--- src/rtl/y_pkg.sv ---
// rtl/y_pkg.sv - shared Y-path constants: line/tag widths, memory address width, decoder constants
package y_pkg;

  localparam int LINE_W = 256;
  localparam int TAG_W  = 16;
  localparam int ADDR_W = 11;

  // Y-path address decoder constants, kept beside the line geometry they describe
  localparam logic [ADDR_W-1:0] Y_BASE_ADDR   = 11'h400;
  localparam logic [ADDR_W-1:0] Y_ROW_STRIDE  = 11'd2;
  localparam int                Y_LINES_PER_ROW = 2;

  typedef enum logic [1:0] {
    FIFO_IDLE = 2'b00,
    FIFO_POP  = 2'b01,
    FIFO_PUSH = 2'b10,
    FIFO_BOTH = 2'b11
  } fifo_op_e;

  function automatic int count_w(input int depth);
    return $clog2(depth) + 1;
  endfunction

endpackage

--- src/rtl/y_line_capture_if.sv ---
// rtl/y_line_capture_if.sv - head-of-queue output handshake of the Y line capture block
interface y_line_capture_if #(
  parameter int TAG_W  = y_pkg::TAG_W,
  parameter int LINE_W = y_pkg::LINE_W
);
  import y_pkg::*;

  logic              ylc_outValid;
  logic              ylc_outReady;
  logic [TAG_W-1:0]  ylc_outTag;
  logic [LINE_W-1:0] ylc_outLine1;
  logic [LINE_W-1:0] ylc_outLine2;

  modport master (
    output ylc_outValid,
    output ylc_outTag,
    output ylc_outLine1,
    output ylc_outLine2,
    input  ylc_outReady
  );

  modport slave (
    input  ylc_outValid,
    input  ylc_outTag,
    input  ylc_outLine1,
    input  ylc_outLine2,
    output ylc_outReady
  );

endinterface

--- src/rtl/y_pair_fifo.sv ---
// rtl/y_pair_fifo.sv - power-of-two FIFO of line-pair entries with occupancy count
module y_pair_fifo
  import y_pkg::*;
#(
  parameter int WIDTH = 528,
  parameter int DEPTH = 4
) (
  input  logic                       clock,
  input  logic                       reset,
  input  logic                       flush,
  input  logic                       push,
  input  logic [WIDTH-1:0]           push_data,
  input  logic                       pop,
  output logic [WIDTH-1:0]           pop_data,
  output logic [$clog2(DEPTH):0]     count,
  output logic                       full,
  output logic                       empty
);

  localparam int PTR_W = $clog2(DEPTH);
  localparam int CNT_W = PTR_W + 1;

  logic [WIDTH-1:0] mem [DEPTH];
  logic [PTR_W-1:0] wr_ptr;
  logic [PTR_W-1:0] rd_ptr;
  logic [CNT_W-1:0] count_q;
  logic             push_ok;
  logic             pop_ok;
  fifo_op_e         op;

  assign full  = (count_q == CNT_W'(DEPTH));
  assign empty = (count_q == '0);
  assign count = count_q;

  // A push into a full FIFO is allowed when the head leaves on the same edge
  assign pop_ok  = pop && !empty;
  assign push_ok = push && (!full || pop_ok);
  assign op      = fifo_op_e'({push_ok, pop_ok});

  assign pop_data = mem[rd_ptr];

  always_ff @(posedge clock) begin
    if (push_ok) begin
      mem[wr_ptr] <= push_data;
    end
  end

  always_ff @(posedge clock) begin
    if (!reset || flush) begin
      wr_ptr  <= '0;
      rd_ptr  <= '0;
      count_q <= '0;
    end else begin
      if (push_ok) begin
        wr_ptr <= wr_ptr + 1'b1;
      end
      if (pop_ok) begin
        rd_ptr <= rd_ptr + 1'b1;
      end
      case (op)
        FIFO_PUSH: count_q <= count_q + 1'b1;
        FIFO_POP:  count_q <= count_q - 1'b1;
        default:   count_q <= count_q;
      endcase
    end
  end

endmodule

--- src/rtl/y_line_capture.sv ---
// rtl/y_line_capture.sv - pairs a captured row tag with next-cycle dual-port memory lines and queues them
module y_line_capture
  import y_pkg::*;
#(
  parameter int LINE_W = y_pkg::LINE_W,
  parameter int TAG_W  = y_pkg::TAG_W,
  parameter int DEPTH  = 4
) (
  input  logic                   clock,
  input  logic                   reset,
  input  logic                   ylc_enable,
  input  logic                   ylc_capture,
  input  logic [TAG_W-1:0]       ylc_rowNum,
  input  logic [LINE_W-1:0]      ylc_memData1,
  input  logic [LINE_W-1:0]      ylc_memData2,
  y_line_capture_if.master       ylc_out,
  output logic [$clog2(DEPTH):0] ylc_count,
  output logic                   ylc_overflow
);

  localparam int ENTRY_W = TAG_W + 2 * LINE_W;

  logic               pend_valid;
  logic [TAG_W-1:0]   pend_tag;
  logic               flush;
  logic               full;
  logic               empty;
  logic               push;
  logic               pop;
  logic               drop;
  logic               overflow_q;
  logic [ENTRY_W-1:0] head;

  assign flush = !ylc_enable;
  assign pop   = !empty && ylc_out.ylc_outReady;
  assign push  = ylc_enable && pend_valid && (!full || pop);
  assign drop  = ylc_enable && pend_valid && full && !pop;

  // The decoder flags the capture one cycle before the memory data shows up
  always_ff @(posedge clock) begin
    if (!reset || flush) begin
      pend_valid <= 1'b0;
    end else begin
      pend_valid <= ylc_capture;
    end
  end

  always_ff @(posedge clock) begin
    if (ylc_capture) begin
      pend_tag <= ylc_rowNum;
    end
  end

  always_ff @(posedge clock) begin
    if (!reset) begin
      overflow_q <= 1'b0;
    end else if (drop) begin
      overflow_q <= 1'b1;
    end
  end

  y_pair_fifo #(
    .WIDTH (ENTRY_W),
    .DEPTH (DEPTH)
  ) u_fifo (
    .clock     (clock),
    .reset     (reset),
    .flush     (flush),
    .push      (push),
    .push_data ({pend_tag, ylc_memData1, ylc_memData2}),
    .pop       (pop),
    .pop_data  (head),
    .count     (ylc_count),
    .full      (full),
    .empty     (empty)
  );

  assign ylc_out.ylc_outValid = !empty;
  assign ylc_out.ylc_outTag   = head[ENTRY_W-1 -: TAG_W];
  assign ylc_out.ylc_outLine1 = head[2*LINE_W-1 -: LINE_W];
  assign ylc_out.ylc_outLine2 = head[LINE_W-1:0];
  assign ylc_overflow         = overflow_q;

endmodule
--- src/flat_wrapper.sv ---
// flat-port wrapper written by rule: the top's interface ports become plain ports
module y_line_capture_flat import y_pkg::*;
#(
  parameter int LINE_W = y_pkg::LINE_W,
  parameter int TAG_W  = y_pkg::TAG_W,
  parameter int DEPTH  = 4
)
  (clock, reset, ylc_enable, ylc_capture, ylc_rowNum, ylc_memData1, ylc_memData2, ylc_count, ylc_overflow, ylc_out_ylc_outValid, ylc_out_ylc_outTag, ylc_out_ylc_outLine1, ylc_out_ylc_outLine2, ylc_out_ylc_outReady);
  y_line_capture_if #(.TAG_W(TAG_W), .LINE_W(LINE_W)) ylc_out_i ();
  input  logic clock;
  input  logic reset;
  input  logic ylc_enable;
  input  logic ylc_capture;
  input  logic [TAG_W-1:0] ylc_rowNum;
  input  logic [LINE_W-1:0] ylc_memData1;
  input  logic [LINE_W-1:0] ylc_memData2;
  output logic [$clog2(DEPTH):0] ylc_count;
  output logic ylc_overflow;
  output wire logic [$bits(ylc_out_i.ylc_outValid)-1:0] ylc_out_ylc_outValid;
  output wire logic [$bits(ylc_out_i.ylc_outTag)-1:0] ylc_out_ylc_outTag;
  output wire logic [$bits(ylc_out_i.ylc_outLine1)-1:0] ylc_out_ylc_outLine1;
  output wire logic [$bits(ylc_out_i.ylc_outLine2)-1:0] ylc_out_ylc_outLine2;
  input wire logic [$bits(ylc_out_i.ylc_outReady)-1:0] ylc_out_ylc_outReady;
  assign ylc_out_ylc_outValid = ylc_out_i.ylc_outValid;
  assign ylc_out_ylc_outTag = ylc_out_i.ylc_outTag;
  assign ylc_out_ylc_outLine1 = ylc_out_i.ylc_outLine1;
  assign ylc_out_ylc_outLine2 = ylc_out_i.ylc_outLine2;
  assign ylc_out_i.ylc_outReady = ylc_out_ylc_outReady;
  y_line_capture #(.LINE_W(LINE_W), .TAG_W(TAG_W), .DEPTH(DEPTH)) u_core (.clock(clock), .reset(reset), .ylc_enable(ylc_enable), .ylc_capture(ylc_capture), .ylc_rowNum(ylc_rowNum), .ylc_memData1(ylc_memData1), .ylc_memData2(ylc_memData2), .ylc_out(ylc_out_i), .ylc_count(ylc_count), .ylc_overflow(ylc_overflow));
endmodule
--- config.mk ---
export PLATFORM = sky130hd
export DESIGN_NAME = y_line_capture_flat
export DESIGN_NICKNAME = d
export VERILOG_FILES = /design/src/rtl/y_pkg.sv /design/src/rtl/y_line_capture_if.sv /design/src/rtl/y_pair_fifo.sv /design/src/rtl/y_line_capture.sv /design/src/flat_wrapper.sv
export SDC_FILE = /design/constraint.sdc
export NUM_CORES = 1
export LEC_CHECK = 0
export BUFFER_PORTS_ARGS = -buffer_cell sky130_fd_sc_hd__clkbuf_2
export CORE_AREA = 2 2 411 413
export DETAILED_ROUTE_END_ITERATION = 7
export DIE_AREA = 0 0 413 415
export GPL_TIMING_DRIVEN = 0
export MAX_ROUTING_LAYER = met4
export PLACE_DENSITY = 0.67
export SYNTH_ARGS = -nofsm -noshare
export SYNTH_HDL_FRONTEND = slang
export SYNTH_SLANG_ARGS = --single-unit
--- constraint.sdc ---
create_clock -name clock -period 16.9 [get_ports clock]
set_clock_uncertainty 0.05 [all_clocks]
set_input_delay 0.845 -clock clock [delete_from_list [all_inputs] [get_ports clock]]
set_output_delay 0.845 -clock clock [all_outputs]
set_load 0.02 [all_outputs]
== After elaboration in Yosys (flattened, before gate mapping) ==
Memories as Yosys holds them, arrays and structs flattened. A register that Yosys moved wholly into a read port is not among the register bits.
Index checks and enable logic that the tools add are counted.
Operators by class
  reduce and logical (&&, ||, !) cells: 17
  mux-type cells: 5
  add/subtract/negate cells: 4
  equality and inequality tests: 3
Operator list (number)
  $logic_and A1 B1 Y1: 7
  $pmux W3 S2: 1
  $logic_not A1 Y1: 5
  $add A2 B1 Y2 const B: 2
  $mux W2: 2
  $add A3 B1 Y3 const B: 1
  $eq A3 B3 Y1 const B: 1
  $logic_not A3 Y1: 1
  $logic_or A1 B1 Y1: 3
  $sub A3 B1 Y3 const B: 1
  $eq A2 B1 Y1 const B: 1
  $eq A2 B2 Y1 const B: 1
  $mux W1: 2
  $reduce_bool A2 Y1: 1
Storage, ports and cells
  flip-flop bits (word level): 25
  memories kept: 1
  bits of input ports: 533
  bits in writable memories: 2112
Memory list
  u_core.u_fifo.mem: depth 4, bits a word 528, rd ports 1, clocked after Yosys merged registers in 1, write ports 1, RTL line y_pair_fifo.sv:23  | logic [WIDTH-1:0] mem [DEPTH];

== Logic depth before layout (Yosys ltp) ==
  depth in word-level cells: 8
  mapped depth: 9
  depth with buffers taken out: 9

== Cells and area by module ==
From an unflattened synthesis, not the netlist that was laid out.
Second synthesis, totals
  cells, all modules: 2840
  area total of the unflattened synthesis: 77001.4 um^2
Modules (own cells, without submodules)
  y_pair_fifo: cells an instance 2813, area each 76430.8 um^2, instances 1, seq. area each 63601.0 um^2
  y_line_capture: cells an instance 27, area each 570.5 um^2, instances 1, seq. area each 520.5 um^2

== Worst setup path before layout ==
Ideal clock, no wire load.
  kind: input port to flip-flop
  start point: input port ylc_out_ylc_outReady
  end point: memory u_core.u_fifo.mem[0][0], enable pin
  setup time: 0.962 ns
  stages on the path: 3
  data arrival time: 13.128 ns
  setup slack: 2.760 ns
  data required time: 15.888 ns
  path buffers: 0
  cells stage by stage: nor4b_2 -> nor2_1 -> and2_1
Between the ends
  cells in the longest elaborated chain, start to end: 6
Ends and longest elaborated chain
  from (decl): RTL line flat_wrapper.sv:23  | input wire logic [$bits(ylc_out_i.ylc_outReady)-1:0] ylc_out_ylc_outReady;
  $logic_and A1 B1 Y1 *: RTL line y_line_capture.sv:35  | assign pop = !empty && ylc_out.ylc_outReady;
  $logic_or A1 B1 Y1 / $logic_and A1 B1 Y1 (equally long branches): RTL line y_line_capture.sv:36, y_pair_fifo.sv:36
  $logic_and A1 B1 Y1 / $logic_or A1 B1 Y1 (equally long branches): RTL line y_line_capture.sv:36, y_pair_fifo.sv:37
  $logic_and A1 B1 Y1 *: RTL line y_pair_fifo.sv:37  | assign push_ok = push && (!full || pop_ok);
  $mux W1 *: RTL line y_pair_fifo.sv:43  | if (push_ok) begin
  $mux W1 (not written as such) *: RTL line y_pair_fifo.sv:44  | mem[wr_ptr] <= push_data;
  to (decl): RTL line y_pair_fifo.sv:23
Every way passes the cells marked *; elsewhere a longest branch is shown, timed or not.

==> flow_metrics.tcl <==
set metrics [dict create \
    fmax_ghz 0.2364 \
    outcome "finished, final reports clean" \
    grt_pass1_wl_um 256900 \
    cts_hold_buffers 0 \
    p_int_uw 8449 \
    grt_setup_unrepaired "false" \
    setup_viol_count_final 0 \
    max_slew_margin_pct 43.10 \
    cts_buffers 208 \
    cts_root_buffer "clkbuf_16" \
    max-cap-violations 0 \
    drt_iter0_drc 3001 \
    syn_area_per_cell_um2 27.48 \
    synth_edf_count 2128 \
    synthToLayoutAreaGrowth_pct 20.55 \
    synth_cells 2831 \
    vias_per_cell 5.419 \
    hold_viol_final 0 \
    portBuffers 1065 \
    gr-total-overflow 0 \
    ys_top_cells_by_area "edfxtp_1, mux4_2, buf_12" \
    yosys_warnings 0 \
    ir_drop_uv 107.9 \
    initial_utilization_pct 46.67 \
    report.final.slew_viol_count 0 \
    critPathCaptureType "output port" \
    track_usage_pct 21.59 \
    drc 0 \
    dp.cells 6143 \
    die-area_um2 171400 \
    fin_crit_sh_pct 25.03 \
    yosysUniqueCellTypes 28 \
    clock_sinks 2139 \
    synth.top_cell.area_share_pct 82.15 \
    tritoncts "done" \
    path_clk_slew_ps 60 \
    die_y_um 415 \
    synth_area_leader_cell "edfxtp_1" \
    drive_gt1_share_pct 47.13 \
    ff2ff_setup_slack_ps 13040 \
    first_global_vias 36960 \
    io_pins 1066 \
    ys_seq_area_share_pct 82.43 \
    synth_fp_nets 3370 \
    period_minus_slack_ps 4230 \
    synth_top_flop_cell "edfxtp_1" \
    rows 150 \
    powerDensity_nw_per_um2 112.3 \
    pwr-share-comb_pct 2.3 \
    hpwlAfterDp_um 124800 \
    crit_arrival_ps 3340 \
    async_flop_share_pct 0 \
    antenna_found_initial 75 \
    via_count 35720 \
    finalPower_uw 10530 \
    htree_num_levels 4 \
    wirelength_um 181200 \
    tns_ps 0 \
    startpoint_type "flip-flop" \
    ant_nets 0 \
    power_frac_seq_pct 55.8 \
    core_um2 166700 \
    nNetsFinal 4688 \
    avgRoutedWirePerCell_um 27.49 \
    netlist_area_um2 77790 \
    cts_buffer_depth 3 \
    ys_ff_latch 2139 \
    clkPwrFrac_pct 42.0 \
    critPathMaxFanout 11 \
    post-cts-setup-buffer-count 0 \
    grt_max_degree 60 \
    timing.hold.ws_ps 113.5 \
    worstMarginPinSlew_ps 853.4 \
    hold_class "input port to flip-flop" \
    die_x_um 413 \
    cts-resized-gates 0 \
    gp_congestion 0.7944 \
    switchingPower_uw 2082 \
    clock_latency_ps 860 \
    dr.pass1.iters 5 \
    stdcell_count 6592 \
    required_ps 16010 \
    p_sw_share_pct 19.77 \
    path_class "flip-flop to output port" \
    p_leak_uw 0.03087 \
]
-- layout make-up --
type                    count  area, um2
well taps                2204       2758
fillers                 12170      72880
clock inverters           126       1132
diodes                     72      180.2
inverters                   6      22.52
clock buffers             251       5409
plain buffers             118       1456
flip-flops and latches   2139      64120
multi-input cells         568      12200
repair buffers           1108       6499
-- worst max-delay path, cell delays in order, from the launching register on --
cell	delay (ps)
dfxtp_1	300
buf_2	350
clkbuf_1	690
buf_2	500
mux4_2	370
clkbuf_2	260
-- final timing paths --
path,from,endpoint,cells past startpoint
setup / recovery,flip-flop,ylc_out_ylc_outLine1[157],5
hold / removal,ylc_rowNum[2],u_core.pend_tag[2],1
setup reg to reg,u_core.u_fifo.count[0],u_core.u_fifo.mem[2][314],9
hold reg to reg,u_core.pend_tag[5],u_core.u_fifo.mem[3][517],0
-- metrics by stage --
stage	utilization (%)	cell area [um2]	worst slack [ps]
finish	56.27	93770	12670
global route	56.26	93750	12470
CTS	56.16	93590	12460
detailed placement	52.23	87050	12480
global placement	51.53	85870	-7476
floorplan	-	77790	2760
-- logic make-up (layout without fill, tap and decap cells) --
group           after synthesis  after routing  share of synthesized area [%]
compound gates                7              7                        0.05951
buf+inv                     124           1609                          1.901
mux                         529            529                          15.30
flops                      2139           2139                          82.43
xor+xnor                      4              4                        0.04505
simple gates                 22             22                         0.1560
other cells                   0             72                              0
fa+ha+maj                     6              6                         0.1062
-- synth_stat cells (all sizes together) (2+ instances only) --
master and number:
a21oi 2, and2 5, buf 113, clkbuf 5
dfxtp 11, edfxtp 2128, ha 5, inv 6
mux4 528, nand2 2, nand3 3, nor2 7
o21ai 2, or3 2, xor2 3
-- routing by layer --
| layer | vias to the layer above | wire [um] | global-route usage, % |
|---|---|---|---|
| met4 | 0 | 5217 | 7.051 |
| met1 | 18890 | 66250 | 25.32 |
| met5 | - | 0 | - |
| met3 | 275 | 19320 | 8.757 |
| li1 | 15200 | - | - |
| met2 | 1363 | 90390 | 33.98 |
-- power by group through the flow --
stage	clock, uW	sequential (uW)	combinational, uW
final	4420	5870	238
after global routing	4710	5870	257
after CTS	4510	5870	240
after detailed placement	0	5990	239
after global placement	0	6010	223
after floorplan	0	6000	79.5
-- registers in the layout, indices dropped and copies added, names as in the netlist, named ones only --
register,flops
u_core.u_fifo.wr_ptr,2
u_core.pend_valid,1
u_core.u_fifo.count,3
u_core.ylc_overflow,1
u_core.u_fifo.mem,2112
u_core.u_fifo.rd_ptr,2
u_core.pend_tag,16
-- cell usage in the layout, fill, tap and decap left out, types with 2 or more instances in the layout --
cell,count
edfxtp_1,2128
clkbuf_2,1065
mux4_2,528
clkbuf_16,210
diode_2,72
buf_12,59
clkinv_1,57
buf_2,54
clkbuf_1,46
buf_16,41
clkinv_2,31
bufinv_16,14
dfxtp_1,11
nor2_1,7
inv_1,6
inv_6,6
clkinvlp_4,6
ha_1,5
clkinv_16,5
and2_4,4
nand3_1,3
xor2_1,3
clkinv_8,3
clkinv_4,3
or3_1,2
nand2_1,2
a21oi_1,2
Note: power is estimated with default switching activity, not from simulation.
